[src/rtl/instr_encoder.sv]
// ============================================================================
// Module      : instr_encoder
// Description : Packs op class, registers and a signed immediate into RV32I
//               lw/sw/addi/beq words through a 2-stage valid/ready pipeline,
//               tagging each word with a wrapping word address.
//               Optional feature macro: RANGE_CHECK_EN (immediate range check).
// Revision    : 1.0 - initial release
// ============================================================================
`default_nettype none

module instr_encoder #(
  parameter int ADDR_W = 8
) (
  input  logic              clock_i,
  input  logic              reset_i,
  input  logic              clear_i,
  input  logic              in_valid_i,
  output logic              in_ready_o,
  input  logic [1:0]        in_op_i,
  input  logic [4:0]        in_rd_i,
  input  logic [4:0]        in_rs1_i,
  input  logic [4:0]        in_rs2_i,
  input  logic [31:0]       in_imm_i,
  output logic              out_valid_o,
  input  logic              out_ready_i,
  output logic [31:0]       out_instr_o,
  output logic [ADDR_W-1:0] out_addr_o,
  output logic              out_err_o
);

  localparam logic [1:0]  C_OP_LW   = 2'd0;
  localparam logic [1:0]  C_OP_SW   = 2'd1;
  localparam logic [1:0]  C_OP_ADDI = 2'd2;
  localparam logic [1:0]  C_OP_BEQ  = 2'd3;
  localparam logic [31:0] C_NOP     = 32'h0000_0013;

  logic              s1_valid_q;
  logic [1:0]        s1_op_q;
  logic [4:0]        s1_rd_q;
  logic [4:0]        s1_rs1_q;
  logic [4:0]        s1_rs2_q;
  logic [31:0]       s1_imm_q;

  logic              out_valid_q;
  logic [31:0]       out_instr_q;
  logic [ADDR_W-1:0] out_addr_q;
  logic              out_err_q;

  logic [31:0]       out_instr_d;
  logic              out_err_d;
  logic [11:0]       w_i12_word;
  logic              w_s2_load;
  logic              w_in_fire;
  logic              w_out_fire;

  assign w_s2_load  = s1_valid_q & (~out_valid_q | out_ready_i);
  assign in_ready_o = ~s1_valid_q | w_s2_load;
  assign w_in_fire  = in_valid_i & in_ready_o;
  assign w_out_fire = out_valid_q & out_ready_i;

  // Word offsets become byte offsets in the 12-bit field.
  assign w_i12_word = {s1_imm_q[9:0], 2'b00};

`ifdef RANGE_CHECK_EN
  logic w_fit_word;
  logic w_fit_12;
  assign w_fit_word = (&s1_imm_q[31:9])  | ~(|s1_imm_q[31:9]);
  assign w_fit_12   = (&s1_imm_q[31:11]) | ~(|s1_imm_q[31:11]);
`else
  logic w_unused_imm;
  assign w_unused_imm = &{1'b0, s1_imm_q[31:12]};
`endif

  always_comb begin
    out_instr_d = C_NOP;
    out_err_d   = 1'b0;
    case (s1_op_q)
      C_OP_LW:   out_instr_d = {w_i12_word, s1_rs1_q, 3'b010, s1_rd_q, 7'b0000011};
      C_OP_SW:   out_instr_d = {w_i12_word[11:5], s1_rs2_q, s1_rs1_q, 3'b010,
                                w_i12_word[4:0], 7'b0100011};
      C_OP_ADDI: out_instr_d = {s1_imm_q[11:0], s1_rs1_q, 3'b000, s1_rd_q, 7'b0010011};
      C_OP_BEQ:  out_instr_d = {s1_imm_q[11], s1_imm_q[9:4], s1_rs2_q, s1_rs1_q, 3'b000,
                                s1_imm_q[3:0], s1_imm_q[10], 7'b1100011};
      default:   out_instr_d = C_NOP;
    endcase
`ifdef RANGE_CHECK_EN
    if (((s1_op_q == C_OP_LW) || (s1_op_q == C_OP_SW)) ? ~w_fit_word : ~w_fit_12) begin
      out_instr_d = C_NOP;
      out_err_d   = 1'b1;
    end
`endif
  end

  always_ff @(posedge clock_i or posedge reset_i) begin
    if (reset_i) begin
      s1_valid_q  <= 1'b0;
      s1_op_q     <= 2'd0;
      s1_rd_q     <= 5'd0;
      s1_rs1_q    <= 5'd0;
      s1_rs2_q    <= 5'd0;
      s1_imm_q    <= 32'd0;
      out_valid_q <= 1'b0;
      out_instr_q <= 32'd0;
      out_addr_q  <= '0;
      out_err_q   <= 1'b0;
    end else if (clear_i) begin
      s1_valid_q  <= 1'b0;
      out_valid_q <= 1'b0;
      out_addr_q  <= '0;
    end else begin
      if (w_in_fire) begin
        s1_valid_q <= 1'b1;
        s1_op_q    <= in_op_i;
        s1_rd_q    <= in_rd_i;
        s1_rs1_q   <= in_rs1_i;
        s1_rs2_q   <= in_rs2_i;
        s1_imm_q   <= in_imm_i;
      end else if (w_s2_load) begin
        s1_valid_q <= 1'b0;
      end

      // S2 only changes when empty or drained, so a stalled word holds.
      if (w_s2_load) begin
        out_valid_q <= 1'b1;
        out_instr_q <= out_instr_d;
        out_err_q   <= out_err_d;
      end else if (w_out_fire) begin
        out_valid_q <= 1'b0;
      end

      if (w_out_fire) begin
        out_addr_q <= out_addr_q + 1'b1;
      end
    end
  end

  assign out_valid_o = out_valid_q;
  assign out_instr_o = out_instr_q;
  assign out_addr_o  = out_addr_q;
  assign out_err_o   = out_err_q;

endmodule

`default_nettype wire

[config.mk]
export PLATFORM = sky130hd
export DESIGN_NAME = instr_encoder
export DESIGN_NICKNAME = d
export VERILOG_FILES = /design/src/rtl/instr_encoder.sv
export SDC_FILE = /design/constraint.sdc
export NUM_CORES = 1
export LEC_CHECK = 0
export CORE_ASPECT_RATIO = 0.8
export CORE_MARGIN = 8
export CORE_UTILIZATION = 35
export CTS_BUF_LIST = sky130_fd_sc_hd__clkbuf_8
export CTS_CLUSTER_DIAMETER = 200
export CTS_CLUSTER_SIZE = 8
export DETAILED_ROUTE_END_ITERATION = 10
export SETUP_SLACK_MARGIN = 0.4
export SYNTH_ARGS = -nofsm -noshare
export SYNTH_HDL_FRONTEND = slang
export SYNTH_SLANG_ARGS = --single-unit
export TNS_END_PERCENT = 1
[constraint.sdc]
create_clock -name clock_i -period 4.5 [get_ports clock_i]
set_clock_uncertainty 0.2 [all_clocks]
set_input_delay 0.675 -clock clock_i [delete_from_list [all_inputs] [get_ports clock_i]]
set_output_delay 0.675 -clock clock_i [all_outputs]
set_load 0.01 [all_outputs]
# Word-level counts from Yosys, hierarchy flattened
# Cells that the tools add are included.
[word_totals] regBits=71 word_cells=36 output_inout_bits=43 input_bits=54
[op_classes] n_reduce_logical=6 n_mux=9 n_eq_ne=3 n_addsub=1 bitwise_logic=8
[op_table] cell="one-hot mux 32 bit (4 select lines)" n=1
[op_table] cell="two-way mux 8 bit" n=2
[op_table] cell="adder 8 x 1 -> 8 bit (second input constant)" n=1
[op_table] cell="two-way mux 1 bit" n=6
[op_table] cell="nonzero test 3 bit" n=2
[op_table] cell="== test 2 bit (second input constant)" n=2
[op_table] cell="AND reduction 2 bit" n=2
[op_table] cell="bitwise AND 1 bit" n=3
[op_table] cell="NOT 1 bit" n=3
[op_table] cell="== test 2 x 1 -> 1 bit (second input constant)" n=1
[op_table] cell="logical NOT 2 bit" n=1
[op_table] cell="bitwise OR 1 bit" n=2
[op_table] cell="nonzero test 2 bit" n=1

# Logic depth before layout (Yosys ltp)
[depth] ltp_word=7 ltp_mapped=5 ltp_nobuf=4

# Least setup slack after synthesis
# No wires, ideal clock.
[synth_timing] path_kind="input to register" startpoint="input port out_ready_i" endpoint="register s1_imm_q[0]" setup_slack_ns=2.523 arrival_ns=1.652 setup_time_ns=0.125 path_stages=5 required_ns=4.175 n_path_buf=2 path_cell_list="nand3b_2 -> nand3b_1 -> buf_6 -> buf_6 -> mux2_4"
[synth_via] elab_chain_len=5
[synth_lines] item="from (decl)" line="25" rtl="input logic out_ready_i,"
[synth_lines] item="bitwise OR 1 bit" line="56" rtl="assign w_s2_load = s1_valid_q & (~out_valid_q | out_ready_i);"
[synth_lines] item="bitwise AND 1 bit" line="56"
[synth_lines] item="bitwise OR 1 bit" line="57" rtl="assign in_ready_o = ~s1_valid_q | w_s2_load;"
[synth_lines] item="bitwise AND 1 bit" line="58" rtl="assign w_in_fire = in_valid_i & in_ready_o;"
[synth_lines] item="AND reduction 2 bit (no line)"
[synth_lines] item="to (signal assigned)" line="117" rtl="s1_imm_q <= in_imm_i;"
[synth_lines] item="to (decl)" line="42" rtl="logic [31:0] s1_imm_q;"
# No other way between the ends.
# A chain may end at the register's enable or synchronous reset.

# Worst setup path in the final report
[layout_timing] startpoint="input port out_ready_i" endpoint="output port in_ready_o"
[layout_via] elab_chain_len=3
[layout_lines] item="bitwise OR 1 bit" line="56"
[layout_lines] item="bitwise AND 1 bit" line="56"
[layout_lines] item="bitwise OR 1 bit" line="57"
[layout_lines] item="to (decl)" line="18" rtl="output logic in_ready_o,"
# No other way between the ends.

==> metrics.log <==
[metrics] Port Buffers: 71
[metrics] count of inserted antenna diode cells: 0
[metrics] area added between synthesis and finish: 30.6%
[metrics] Max Freq: 346 MHz
[metrics] unrepaired setup endpoints after global routing: false
[metrics] met1 layer wirelength in the final routing: 3140 µm
[metrics] worst IR drop on VDD: 0.000179 V
[metrics] iteration-0 DRC count of the detailed router: 72
[metrics] number of placed instances, taps included: 405
[metrics] crit path launch type: input port
[metrics] number of different library cells in the post-synthesis netlist: 33
[metrics] Post-CTS Setup Repair Bufs: 0
[metrics] leading area contributor after synthesis: sky130_fd_sc_hd__dfrtp_1
[metrics] height of the die: 99.7 µm
[metrics] total of warnings raised by yosys: 0
[metrics] DIE WIDTH: 121 µm
[metrics] CTS buffer count: 9
[metrics] minimum clock period after layout: 2.89 ns
[metrics] largest net degree at the start of global routing: 49
[metrics] share of the synthesized area in the top cell type: 53.9%
[metrics] crit share post-route: 64.2%
[metrics] Clk pin slew, worst setup/hold paths: 0.08 ns
[metrics] root buffer cell: sky130_fd_sc_hd__clkbuf_8
[metrics] total of flip-flops plus latches after synthesis: 66
[metrics] Routed met3 length: 636 µm
[metrics] ys async rst share: 100%
[metrics] Netlist Area Pre-Place: 3060 µm²
[metrics] Total Wirelength: 6690 µm
[metrics] category of the critical setup timing path: input port to output port
[metrics] leak pwr: 0.00173 µW
[metrics] fill cell total of the finished layout: 805
[metrics] worst min-delay path category: register to register
[metrics] headroom to the max-slew limit: 31.7%
[metrics] setup slack after layout: 1.61 ns
[metrics] data arrival at the endpoint of the critical path: 2.01 ns
[metrics] power density relative to cell area: 441 nW/µm²
[metrics] first-pass GRT wire length: 11,100 µm
[metrics] GRT Resource Usage Total: 11.8%
[metrics] H-tree level count: 3
[metrics] largest fanout of any net on the critical path: 7
[metrics] detail-routed net length per standard cell: 15.9 µm
[metrics] TritonCTS clock tree: built
[metrics] antenna violations before repair: 0
[metrics] dominant cell by count in the synthesized netlist: sky130_fd_sc_hd__dfrtp_1
[metrics] non-filler cells in the finished layout: 421
[metrics] number of sinks driven by the clock tree: 66
[metrics] Most used DFF post-synth: sky130_fd_sc_hd__dfrtp_1
[metrics] proportion of synthesized chip area in sequential cells: 53.9%
[metrics] CTS hold repair buffers: 0
[metrics] final hold violation count: 0
[metrics] starting utilization of the core area: 36.1%
[metrics] uppermost signal routing layer after detailed routing: met4
[metrics] met2 routed wirelength: 2850 µm
[metrics] Final setup viols: 0
[metrics] Post-Route Setup TNS: 0 ns
[metrics] number of maximum-capacitance violations: 0
[metrics] antenna viol nets, final: 0
[metrics] count of pins over their slew limit: 0
[metrics] Remaining Overflow, GRT: 0
[metrics] transition time at the pin with the least slew margin: 1.02 ns
[metrics] cell types occupying the most area after synthesis: sky130_fd_sc_hd__dfrtp_1 (54%), sky130_fd_sc_hd__mux2_4 (14%), sky130_fd_sc_hd__mux2_2 (6.3%)
[metrics] kind of end point of the critical path: output port
[metrics] Site Rows: 30
[metrics] Core Footprint: 8480 µm²
[metrics] Nets: 359
[metrics] routability congestion estimate from global placement: 0.668
[metrics] Post-synth EDFFs: 0
[metrics] number of vias in the routed layout: 1,979
[metrics] First-pass DRT Iterations: 4
[metrics] post-detailed-route via-to-cell ratio: 4.70
[metrics] gate count after technology mapping: 234
[metrics] mean post-synth cell area: 13.1 µm²
[metrics] die area: 12,000 µm²
[metrics] run status: finished, final reports clean
[metrics] Synth top cells by count: sky130_fd_sc_hd__dfrtp_1 (66), sky130_fd_sc_hd__mux2_4 (28), sky130_fd_sc_hd__mux2_2 (17)
[metrics] count of cells resized by post-cts repair: 0
[metrics] DRC viols: 0
[metrics] via count of the first global-routing pass: 2,147
[metrics] clk buf depth: 2
[metrics] Worst-Skew Late Latency: 0.34 ns
[metrics] fraction of layout instances using a drive strength above 1: 21.7%
[metrics] Req. time, crit path: 3.62 ns
[metrics] dpl ws: 1.50 ns
[metrics] # IOs: 97
[metrics] placed wire-length estimate: 4470 µm
[cells in the final DEF, fill, tap and decap left out, drive strengths merged]
cell type / n
a21oi: 13
a22o: 1
a31oi: 3
and2: 1
buf: 3
clkbuf: 10
clkdlybuf4s50: 71
clkinv: 4
clkinvlp: 2
conb: 5
dfrtp: 66
ha: 1
inv: 7
mux2: 56
mux2i: 10
nand2: 10
nand2b: 3
nand3: 3
nand3b: 2
nand4: 2
nor2: 14
nor2b: 4
nor3b: 1
nor4: 1
o21ai: 8
o31ai: 1
or2: 1
or3: 3
or4: 1
xnor2: 1
xor2: 1
[worst paths after layout]
path	start	to	slack, ns	cells after the start
min	out_instr_o[1]	out_instr_o[1]	0.30	1
max	out_ready_i	in_ready_o	1.61	3
min in group asynchronous	reset_i	out_instr_o[24]	0.71	2
max reg2reg	out_valid_o	out_instr_o[29]	2.33	4
min reg2reg	out_instr_o[1]	out_instr_o[1]	0.30	1
max in group asynchronous	reset_i	out_instr_o[11]	2.57	3
[metal layers]
layer  vias up  track usage [%]
li1        948                -
met1       966             14.6
met2        59             17.1
met3         6             6.46
met4         0             3.74
met5         -                0
[cell type report]
class | count | area, µm² | share of cell area, %
multi-input combinational | 146 | 1270 | 31.7
tap | 112 | 140 | 3.50
timing repair buffer | 74 | 733 | 18.3
sequential | 66 | 1650 | 41.3
clock inverter | 6 | 42.5 | 1.06
clock buffer | 10 | 138 | 3.44
inverter | 7 | 26.3 | 0.657
[power breakdown]
group	internal [µW]	total, µW	switching (µW)
Combinational	329	495	166
Sequential	716	812	96.3
Clock	215	456	241
[flip-flops by register name, summed over array words and instances, names as in the netlist]
name / flops
s1_rs2_q: 5
out_addr_o: 8
out_valid_o: 1
s1_rs1_q: 5
s1_op_q: 2
out_instr_o: 27
s1_imm_q: 12
s1_rd_q: 5
s1_valid_q: 1
[logic make-up (layout without fill, tap and decap cells)]
group	Yosys count	in the layout	synth area share [%]
AND/OR/NAND/NOR	46	46	7.77
multiplexers	66	66	27.3
XOR/XNOR	2	2	0.572
AO/OA/AOI/OAI	26	26	4.58
other	1	5	0.122
adder cells (fa/ha/maj)	1	1	0.409
flip-flops	66	66	53.9
buffers and inverters	26	97	5.31
[metrics by stage]
stage          total power [µW]  instance area (µm²)  hold WS, ns  util [%]
2_1_floorplan              1080                 3080        0.259         -
3_3_place_gp               1320                 3820        0.269      45.0
3_5_place_dp               1330                 3820        0.282      45.0
4_1_cts                    1800                 4000        0.299      47.2
5_1_grt                    1870                 4000        0.313      47.2
6_report                   1760                 4000        0.296      47.2
[critical path, stage by stage]
cell and delay [ns]:
sky130_fd_sc_hd__clkdlybuf4s50_1 0.60, sky130_fd_sc_hd__nand3b_2 0.19, sky130_fd_sc_hd__clkdlybuf4s50_1 0.55
Power figures use the tool's default switching activity.
